File: config.mk
export PLATFORM = sky130hd
export DESIGN_NAME = axil_fifo_drain_master
export DESIGN_NICKNAME = d
export VERILOG_FILES = /design/src/rtl/axil_drain_pkg.sv /design/src/rtl/axil_drain_out_reg.sv /design/src/rtl/axil_fifo_drain_master.sv
export SDC_FILE = /design/constraint.sdc
export NUM_CORES = 1
export LEC_CHECK = 0
export CORE_ASPECT_RATIO = 0.75
export CORE_MARGIN = 5
export CORE_UTILIZATION = 39
export CTS_CLUSTER_SIZE = 24
export DETAILED_ROUTE_END_ITERATION = 8
export GPL_TIMING_DRIVEN = 0
export MAX_ROUTING_LAYER = met4
export PLACE_DENSITY = 0.79
export REMOVE_ABC_BUFFERS = 1
export SETUP_SLACK_MARGIN = 0.15
export SLEW_MARGIN = 20
export SYNTH_ARGS = -nofsm -noshare
export SYNTH_HDL_FRONTEND = slang
export SYNTH_SLANG_ARGS = --single-unit
File: constraint.sdc
create_clock -name m_axi_aclk -period 2.33 [get_ports m_axi_aclk]
set_input_delay 0.3495 -clock m_axi_aclk [delete_from_list [all_inputs] [get_ports m_axi_aclk]]
set_output_delay 0.3495 -clock m_axi_aclk [all_outputs]
set_load 0.02 [all_outputs]
File: src/rtl/axil_drain_pkg.sv
// Shared types and constants for the AXI-Lite FIFO drain master.
//   drain_state_e : FSM state encoding
//   axis_beat_t   : one AXI-Stream beat (data + last)
//   OFF_DATA / OFF_STAT : register offsets in the FIFO slave window
//   RESP_OKAY, STAT_EMPTY_BIT : response code and status-word bit positions
//   cnt_width()   : counter width able to hold 0..n-1 (at least 1 bit)
package axil_drain_pkg;

    localparam int unsigned AXI_ADDR_W = 32;
    localparam int unsigned AXI_DATA_W = 32;

    typedef enum logic [2:0] {
        IDLE,
        ST_AR,
        ST_R,
        GAP,
        DT_AR,
        DT_R,
        PUSH
    } drain_state_e;

    typedef struct packed {
        logic [AXI_DATA_W-1:0] data;
        logic                  last;
    } axis_beat_t;

    localparam logic [3:0] OFF_DATA = 4'h4;
    localparam logic [3:0] OFF_STAT = 4'h8;

    localparam logic [1:0] RESP_OKAY = 2'b00;

    localparam int unsigned STAT_EMPTY_BIT = 0;

    function automatic int unsigned cnt_width(input int unsigned n);
        return (n > 1) ? $clog2(n) : 1;
    endfunction

endpackage

File: src/rtl/axil_drain_out_reg.sv
// One-entry AXI-Stream output register.
//   clk, rst      : clock, asynchronous active-high reset
//   load          : capture load_beat and raise tvalid (only while tvalid=0)
//   load_beat     : data/last to present
//   tready        : downstream ready; tvalid drops on the handshake
//   tdata, tlast, tvalid : registered stream outputs
module axil_drain_out_reg
    import axil_drain_pkg::*;
(
    input  logic                  clk,
    input  logic                  rst,
    input  logic                  load,
    input  axis_beat_t            load_beat,
    input  logic                  tready,
    output logic [AXI_DATA_W-1:0] tdata,
    output logic                  tlast,
    output logic                  tvalid
);

    axis_beat_t beat_q;

    // Hold the beat until accepted; last is cleared so it never lingers without valid.
    always_ff @(posedge clk or posedge rst) begin
        if (rst) begin
            beat_q <= '0;
            tvalid <= 1'b0;
        end else if (load) begin
            beat_q <= load_beat;
            tvalid <= 1'b1;
        end else if (tvalid && tready) begin
            beat_q.last <= 1'b0;
            tvalid      <= 1'b0;
        end
    end

    assign tdata = beat_q.data;
    assign tlast = beat_q.last;

endmodule

File: src/rtl/axil_fifo_drain_master.sv
// AXI-Lite read-only master that drains a FIFO slave: polls status (BASE+0x08),
// reads one data word (BASE+0x04) when non-empty and forwards it on AXI-Stream.
// Ports:
//   m_axi_aclk, m_axi_areset : clock, asynchronous active-high reset
//   enable                   : run the polling engine
//   m_axi_ar* / m_axi_r*     : AXI-Lite read address / read data channels
//   m_axis_t*                : AXI-Stream output (one word outstanding at most)
//   busy                     : FSM not in IDLE
//   err                      : sticky, a read returned a non-OKAY response
//   word_cnt                 : words delivered on the stream, wraps
// Optional feature: define AXIL_DRAIN_TLAST_EN to build the packet counter that
// drives m_axis_tlast every PKT_LEN words; otherwise m_axis_tlast is constant 0.
module axil_fifo_drain_master
    import axil_drain_pkg::*;
#(
    parameter logic [AXI_ADDR_W-1:0] BASE_ADDR = 32'h0,
    parameter int unsigned           POLL_GAP  = 16,
    parameter int unsigned           PKT_LEN   = 64,
    parameter int unsigned           CNT_W     = 32
) (
    input  logic                  m_axi_aclk,
    input  logic                  m_axi_areset,
    input  logic                  enable,
    output logic [AXI_ADDR_W-1:0] m_axi_araddr,
    output logic                  m_axi_arvalid,
    input  logic                  m_axi_arready,
    input  logic [AXI_DATA_W-1:0] m_axi_rdata,
    input  logic [1:0]            m_axi_rresp,
    input  logic                  m_axi_rvalid,
    output logic                  m_axi_rready,
    output logic [AXI_DATA_W-1:0] m_axis_tdata,
    output logic                  m_axis_tvalid,
    input  logic                  m_axis_tready,
    output logic                  m_axis_tlast,
    output logic                  busy,
    output logic                  err,
    output logic [CNT_W-1:0]      word_cnt
);

    localparam int unsigned           GAP_W     = cnt_width(POLL_GAP);
    localparam logic [GAP_W-1:0]      GAP_LAST  = GAP_W'(POLL_GAP - 1);
    localparam logic [AXI_ADDR_W-1:0] STAT_ADDR = BASE_ADDR + AXI_ADDR_W'(OFF_STAT);
    localparam logic [AXI_ADDR_W-1:0] DATA_ADDR = BASE_ADDR + AXI_ADDR_W'(OFF_DATA);

    // Elaboration-time guard on parameter ranges.
    if (POLL_GAP < 1 || PKT_LEN < 1) begin : g_bad_param
        $error("axil_fifo_drain_master: POLL_GAP and PKT_LEN must be >= 1");
    end

    drain_state_e          state_q, state_d;
    logic [GAP_W-1:0]      gap_cnt_q, gap_cnt_d;
    logic                  err_d;
    logic [CNT_W-1:0]      word_cnt_d;
    logic [AXI_ADDR_W-1:0] araddr_d;
    logic                  arvalid_d;
    logic                  rready_d;
    logic                  busy_d;
    logic                  load_c;
    logic                  beat_last_c;
    logic                  stream_hs_c;
    axis_beat_t            load_beat_c;

    assign stream_hs_c = m_axis_tvalid && m_axis_tready;
    assign load_beat_c = {m_axi_rdata, beat_last_c};

    // Next-state, counters and next values of the registered AXI outputs.
    always_comb begin
        state_d    = state_q;
        gap_cnt_d  = gap_cnt_q;
        err_d      = err;
        word_cnt_d = word_cnt;
        load_c     = 1'b0;

        unique case (state_q)
            IDLE: begin
                if (enable) begin
                    state_d = ST_AR;
                end
            end
            ST_AR: begin
                if (m_axi_arready) begin
                    state_d = ST_R;
                end
            end
            ST_R: begin
                if (m_axi_rvalid) begin
                    if (m_axi_rresp != RESP_OKAY) begin
                        err_d   = 1'b1;
                        state_d = GAP;
                    end else if (m_axi_rdata[STAT_EMPTY_BIT]) begin
                        state_d = GAP;
                    end else if (enable) begin
                        state_d = DT_AR;
                    end else begin
                        state_d = IDLE;
                    end
                end
            end
            GAP: begin
                if (gap_cnt_q == GAP_LAST) begin
                    gap_cnt_d = '0;
                    state_d   = enable ? ST_AR : IDLE;
                end else begin
                    gap_cnt_d = gap_cnt_q + GAP_W'(1);
                end
            end
            DT_AR: begin
                if (m_axi_arready) begin
                    state_d = DT_R;
                end
            end
            DT_R: begin
                if (m_axi_rvalid) begin
                    if (m_axi_rresp != RESP_OKAY) begin
                        // Bad data read: word is dropped, go straight back to polling.
                        err_d   = 1'b1;
                        state_d = enable ? ST_AR : IDLE;
                    end else begin
                        load_c  = 1'b1;
                        state_d = PUSH;
                    end
                end
            end
            PUSH: begin
                if (stream_hs_c) begin
                    word_cnt_d = word_cnt + CNT_W'(1);
                    state_d    = enable ? ST_AR : IDLE;
                end
            end
            default: begin
                state_d = IDLE;
            end
        endcase

        // AXI outputs follow the next state so they are registered yet aligned with it.
        arvalid_d = (state_d == ST_AR) || (state_d == DT_AR);
        rready_d  = (state_d == ST_R)  || (state_d == DT_R);
        busy_d    = (state_d != IDLE);
        if (state_d == ST_AR) begin
            araddr_d = STAT_ADDR;
        end else if (state_d == DT_AR) begin
            araddr_d = DATA_ADDR;
        end else begin
            araddr_d = '0;
        end
    end

    // State and output registers.
    always_ff @(posedge m_axi_aclk or posedge m_axi_areset) begin
        if (m_axi_areset) begin
            state_q       <= IDLE;
            gap_cnt_q     <= '0;
            err           <= 1'b0;
            word_cnt      <= '0;
            m_axi_araddr  <= '0;
            m_axi_arvalid <= 1'b0;
            m_axi_rready  <= 1'b0;
            busy          <= 1'b0;
        end else begin
            state_q       <= state_d;
            gap_cnt_q     <= gap_cnt_d;
            err           <= err_d;
            word_cnt      <= word_cnt_d;
            m_axi_araddr  <= araddr_d;
            m_axi_arvalid <= arvalid_d;
            m_axi_rready  <= rready_d;
            busy          <= busy_d;
        end
    end

`ifdef AXIL_DRAIN_TLAST_EN
    localparam int unsigned      PKT_W    = cnt_width(PKT_LEN);
    localparam logic [PKT_W-1:0] PKT_LAST = PKT_W'(PKT_LEN - 1);

    logic [PKT_W-1:0] pkt_cnt_q;

    // Position of the next word within its packet; survives enable toggles.
    always_ff @(posedge m_axi_aclk or posedge m_axi_areset) begin
        if (m_axi_areset) begin
            pkt_cnt_q <= '0;
        end else if (stream_hs_c) begin
            pkt_cnt_q <= (pkt_cnt_q == PKT_LAST) ? '0 : pkt_cnt_q + PKT_W'(1);
        end
    end

    assign beat_last_c = (pkt_cnt_q == PKT_LAST);
`else
    assign beat_last_c = 1'b0;
`endif

    axil_drain_out_reg u_out_reg (
        .clk       (m_axi_aclk),
        .rst       (m_axi_areset),
        .load      (load_c),
        .load_beat (load_beat_c),
        .tready    (m_axis_tready),
        .tdata     (m_axis_tdata),
        .tlast     (m_axis_tlast),
        .tvalid    (m_axis_tvalid)
    );

endmodule

; After elaboration in Yosys (flattened, before gate mapping)
; Index checks and enable logic that the tools add are counted.
[totals]
register_bits = 109
input_bits = 40
out_inout_bits = 102
wordCells = 56
[op_classes]
add_sub_neg = 2
eq_ne = 11
muxes = 22
reduce_logical = 10
[op_table]
columns = operator, count
row1 = $mux 3, 12
row2 = $add 32x1->32 const B, 1
row3 = $pmux 3 s7, 1
row4 = $eq 3x3->1 const B, 5
row5 = $eq 3x2->1 const B, 3
row6 = $mux 4, 2
row7 = $mux 1, 7
row8 = $eq 3x1->1 const B, 2
row9 = $add 4x1->4 const B, 1
row10 = $eq 4x4->1 const B, 1
row11 = $reduce_bool 2->1, 2
row12 = $logic_not 3->1, 1
row13 = $reduce_and 3->1, 1
row14 = $reduce_bool 3->1, 1
row15 = $logic_or 1x1->1, 2
row16 = $reduce_and 2->1, 1
row17 = $reduce_or 2->1, 1
row18 = $logic_and 1x1->1, 1

; Longest topological paths before layout
[logic_depth]
depth_word = 8
depth_mapped = 7
mapped_depth_nobuf = 6

; By module
; A second synthesis with hierarchy kept.
[hier_totals]
cells_unflattened = 300
hier_area_um2 = 3806.2
[modules_own_cells]
columns = module, instances, cells_each, area_each_um2
row1 = axil_fifo_drain_master, 1, 224, 2393.5
row2 = axil_drain_out_reg, 1, 76, 1412.6

; Worst setup path before layout
; Ideal clock, no wire load.
[synth_timing]
kind = input to register
start = in m_axi_rresp[1]
end = reg busy
setup_time_ns = 0.131
t_arrival_ns = 1.619
setup_slack_ns = 0.579
path_stages = 4
path_cell_list = or4b_4 a32oi_4 nand4_4 or3_1
[synth_via]
elab_chain_len = 5
word_cells_on_any_way = 7
cone_classes = 5 x mux / 2 x reduce/logical
[synth_rtl]
columns = element, line_no
row1 = "start, declared", axil_fifo_drain_master.sv:28  ; input logic [1:0] m_axi_rresp,
row2 = $reduce_bool 2->1 (*), "axil_fifo_drain_master.sv:87, axil_fifo_drain_master.sv:114"
row3 = "$mux 3, on equally long branches", "axil_fifo_drain_master.sv:114, axil_fifo_drain_master.sv:87"
row4 = "$mux 3, on equally long branches", "axil_fifo_drain_master.sv:113, axil_fifo_drain_master.sv:86"
row5 = $pmux 3 s7 (*), axil_fifo_drain_master.sv:74  ; unique case (state_q)
row6 = net state_d[1], axil_fifo_drain_master.sv:50  ; drain_state_e state_q, state_d;
row7 = $reduce_bool 3->1 (*), axil_fifo_drain_master.sv:138  ; busy_d = (state_d != IDLE);
row8 = net busy_d, axil_fifo_drain_master.sv:57  ; logic busy_d;
row9 = "end signal, assigned", axil_fifo_drain_master.sv:167  ; busy <= busy_d;
row10 = "end, declared", axil_fifo_drain_master.sv:35  ; output logic busy,
; Mark *: on every way through the listed nets, which the timed path passes. The rest lies on a longest branch.
; A chain may end at the register's enable or synchronous reset.

; Final worst setup path
; Same ends and word-level chain as after synthesis.

==> results by group <==
Yosys
  – Yosys cell types: 41
  – FF+latch count, synth: 78
  – Synth Cell Area: 3590 um^2
  – Gate Count Post-Synth: 298
  – Yosys warns: 0
  – Top_reg_cell synth: dfrtp_1
  – Simple-Gate Fraction of Synth Area: 13.9%
  – Ys async rst share: 100%
  – Xor/xnor cell area share of the yosys netlist: 8.30%
  – Post-synthesis sequential area ratio: 54.4%
  – Compound-gate portion of the synthesized area: 4.08%
  – Mapped Avg Cell Area: 12.0 um^2
  – Post-synth EDFFs: 0
  – Largest family of logic cells by synthesized area: simple AND/OR/NAND/NOR gates
  – Mux cell area share after synthesis: 10.4%
  – Synth Area in Adders: 0.697%

Timing
  – Final worst path period share: 87.9%
  – Slew Limit Fails: 0
  – Worst-Margin Slew: 0.536 ns
  – Tmin final: 2.05 ns
  – Relative slew slack: 64.2%
  – RSZ-0062 raised after global routing: false
  – Post-Route Skew: 0.00454 ns
  – Final Hold Fails: 0
  – Max Clk Rate: 0.488 GHz
  – Final setup viols: 0

Final layout
  – Commonest cells after routing, fill and taps aside: clkdlybuf4s50_1, dfrtp_1, mux2_2
  – Nets@finish: 454
  – Layout Cells excl Fill: 527
  – Commonest non-fill, non-tap cell in the layout: clkdlybuf4s50_1
  – Layout cells sized above 1: 14.7%
  – Finished Cell Area: 5100 um^2
  – Inserted Diodes: 0
  – Area delta synth->final: 42.0%
  – Number of fill cells: 766

Global routing
  – First-pass GRT wire length: 13.5 mm
  – Initial antenna violation count: 0
  – Number of global-route vias before repair: 2618
  – GR Util All Layers: 15.8%
  – Gr ovfl total: 0
  – Largest net degree at the start of global routing: 47

Critical path
  – Crit Path Class: in2reg
  – CP Data Arrival Time: 2.25 ns
  – Crit-path cells: clkdlybuf4s50_1 -> or4b_4 -> a32oi_4 -> nand4_4 -> or3_1
  – Worst reg2reg startpoint: state_q[0]
  – Reg2reg setup slack: 0.35 ns
  – CP endpoint kind: flip-flop
  – Worst R2R Path Depth: 5
  – Reg-to-Reg End: m_axi_rready
  – WP data required: 2.54 ns
  – Delay-heaviest family, CP: simple AND/OR/NAND/NOR gates
  – Crit path launch type: input port
  – Crit-path max cell delay: 0.59 ns
  – Crit path max fanout: 6
  – Slowest CP cell: or4b_4
  – Worst path buffer plus inverter count: 1

Floorplanning
  – Core Box Area: 9010 um^2
  – Die X: 121 um
  – Starting Density: 39.8%
  – Die area: 11200 um^2
  – Num ports: 142
  – Row cnt: 30
  – Die height: 93.1 um

Pwr
  – Peak VDD IR: 0.620 mV
  – Cell area power density: 840 nW/um^2
  – Logic pwr share: 22.5%
  – Power, Total: 4.28 mW
  – Clk pwr share: 39.5%
  – LEAKAGE: 2.35 nW
  – P_sw: 1.15 mW
  – Pint: 3.13 mW
  – Net Sw Frac: 26.8%
  – Share of total power in sequential cells: 38.0%

CTS
  – CTS tree: built
  – CTS root buf: clkbuf_16
  – Clock Sinks: 78
  – Clock Latency Late Sink: 0.33 ns
  – CTS H-tree depth: 3
  – Deepest clock path buffer count: 2
  – Clk slew on worst S/H paths: 0.06 ns
  – Setup bufs post-CTS: 0
  – CTS buffer count: 9

Route
  – Pre-antenna DRT Iters: 4
  – DRC marker count from the first detailed-route iteration: 166
  – Antenna Nets Post-Route: 0
  – DRC violations left: 0
  – Final wirelength: 8.25 mm
  – Wire per inst: 15.7 um
  – Avg Vias per Cell: 4.79
  – DR vias: 2524

Flow run
  – Max Cap Violations: 0

Place
  – Placed insts: 512
  – IO Port Bufs: 110
  – Placer Congestion: 0.799
  – DP HPWL: 6.04 mm
  – Area after DPL: 4700 um^2

Outcome
  – Outcome: finished, final reports clean

Worst hold path
  – Hold WC Path Type: in2async
==> state kept, by name, summed over array words and instances (netlist names) <==
signal	count
u_out_reg.tdata	32
word_cnt	32
gap_cnt_q	4
state_q	3
m_axi_araddr	2
busy	1
err	1
m_axi_arvalid	1
m_axi_rready	1
u_out_reg.tvalid	1
==> worst register-to-register path, cell delays in order, from the launching register on <==
cell,delay (ns)
dfrtp_1,0.49
nor2b_2,0.46
nand4_4,0.39
nand3_1,0.23
nor3_1,0.08
a31o_2,0.22
==> what timing repair did <==
action / in CTS / in global routing
cloned: 1 / 0
hold buffers: 0 / 0
setup endpoints to repair: 39 / 40
gates resized for setup: 2 / 3
pin swaps: 1 / 0
==> synthesized netlist by cell type, drive strengths merged (2+ instances only) <==
cell type | instances | share of area, %
a21oi | 2 | 0.28
and2 | 2 | 0.35
and3 | 11 | 1.9
and4 | 3 | 0.73
buf | 38 | 7.5
dfrtp | 78 | 54
ha | 2 | 0.70
inv | 6 | 0.63
mux2 | 33 | 10
nand2 | 24 | 2.5
nand3 | 6 | 0.84
nand3b | 2 | 0.42
nand4 | 13 | 3.0
nor2 | 11 | 1.2
nor2b | 2 | 0.35
nor3 | 6 | 0.98
o21ai | 6 | 0.84
o21bai | 2 | 0.42
xnor2 | 24 | 5.9
xor2 | 10 | 2.4
==> cell families (layout without fill, tap and decap cells) <==
kind of cell	after synthesis	after routing
and+or+nand+nor	87	88
DFF	78	78
buffers and inverters	45	131
xor gates and xnor gates	34	34
muxes	33	33
AOI/OAI and AO/OA	18	18
adders and majority gates	2	2
other	1	31
==> how the worst max path moves through the flow <==
stage	startpoint	slack, ns	cells after the start	end
after detailed placement	m_axi_rresp[1]	-0.47	6	m_axi_rready
after global placement	m_axi_areset	-1.25	2	u_out_reg.tdata[10]
after floorplan	m_axi_areset	-0.01	1	busy
after CTS	state_q[0]	0.13	5	m_axi_rready
after global routing	state_q[0]	0.19	5	word_cnt[29]
final	m_axi_rresp[1]	0.28	5	busy
==> power by group through the flow <==
stage / sequential, mW / combinational (mW) / clock (mW)
6_report: 1.63 / 0.965 / 1.69
5_1_grt: 1.65 / 1.06 / 1.79
4_1_cts: 1.63 / 0.974 / 1.72
3_3_place_gp: 1.64 / 0.916 / 0
3_5_place_dp: 1.65 / 0.954 / 0
2_1_floorplan: 1.74 / 0.477 / 0
==> layout make-up <==
class,count,area (um^2),share of cell area (%)
Sequential cell,78,1950,38.3
Multi-Input combinational cell,206,1490,29.2
Timing Repair Buffer,111,1130,22.2
Clock buffer,10,239,4.69
Tap cell,112,140,2.75
Clock inverter,4,120,2.36
Inverter,6,25.0,0.491
==> metal layers <==
metal  wire length [um]  track usage [%]
met1               3500             19.0
met2               4130             25.2
met3                564             5.80
met4                 64             4.34
met5                  0                -
==> through the flow <==
step | hold slack (ns) | setup WS [ns] | utilization [%] | TNS, ns
5_1_grt | 0.419 | 0.194 | 56.6 | 0
2_1_floorplan | 0.443 | -0.0145 | - | -1.13
4_1_cts | 0.384 | 0.129 | 56.5 | 0
6_report | 0.379 | 0.282 | 56.6 | 0
3_5_place_dp | 0.465 | -0.471 | 52.2 | -15.70
3_3_place_gp | 0.454 | -1.25 | 51.8 | -110.07
(Power assumes the default switching activity.)
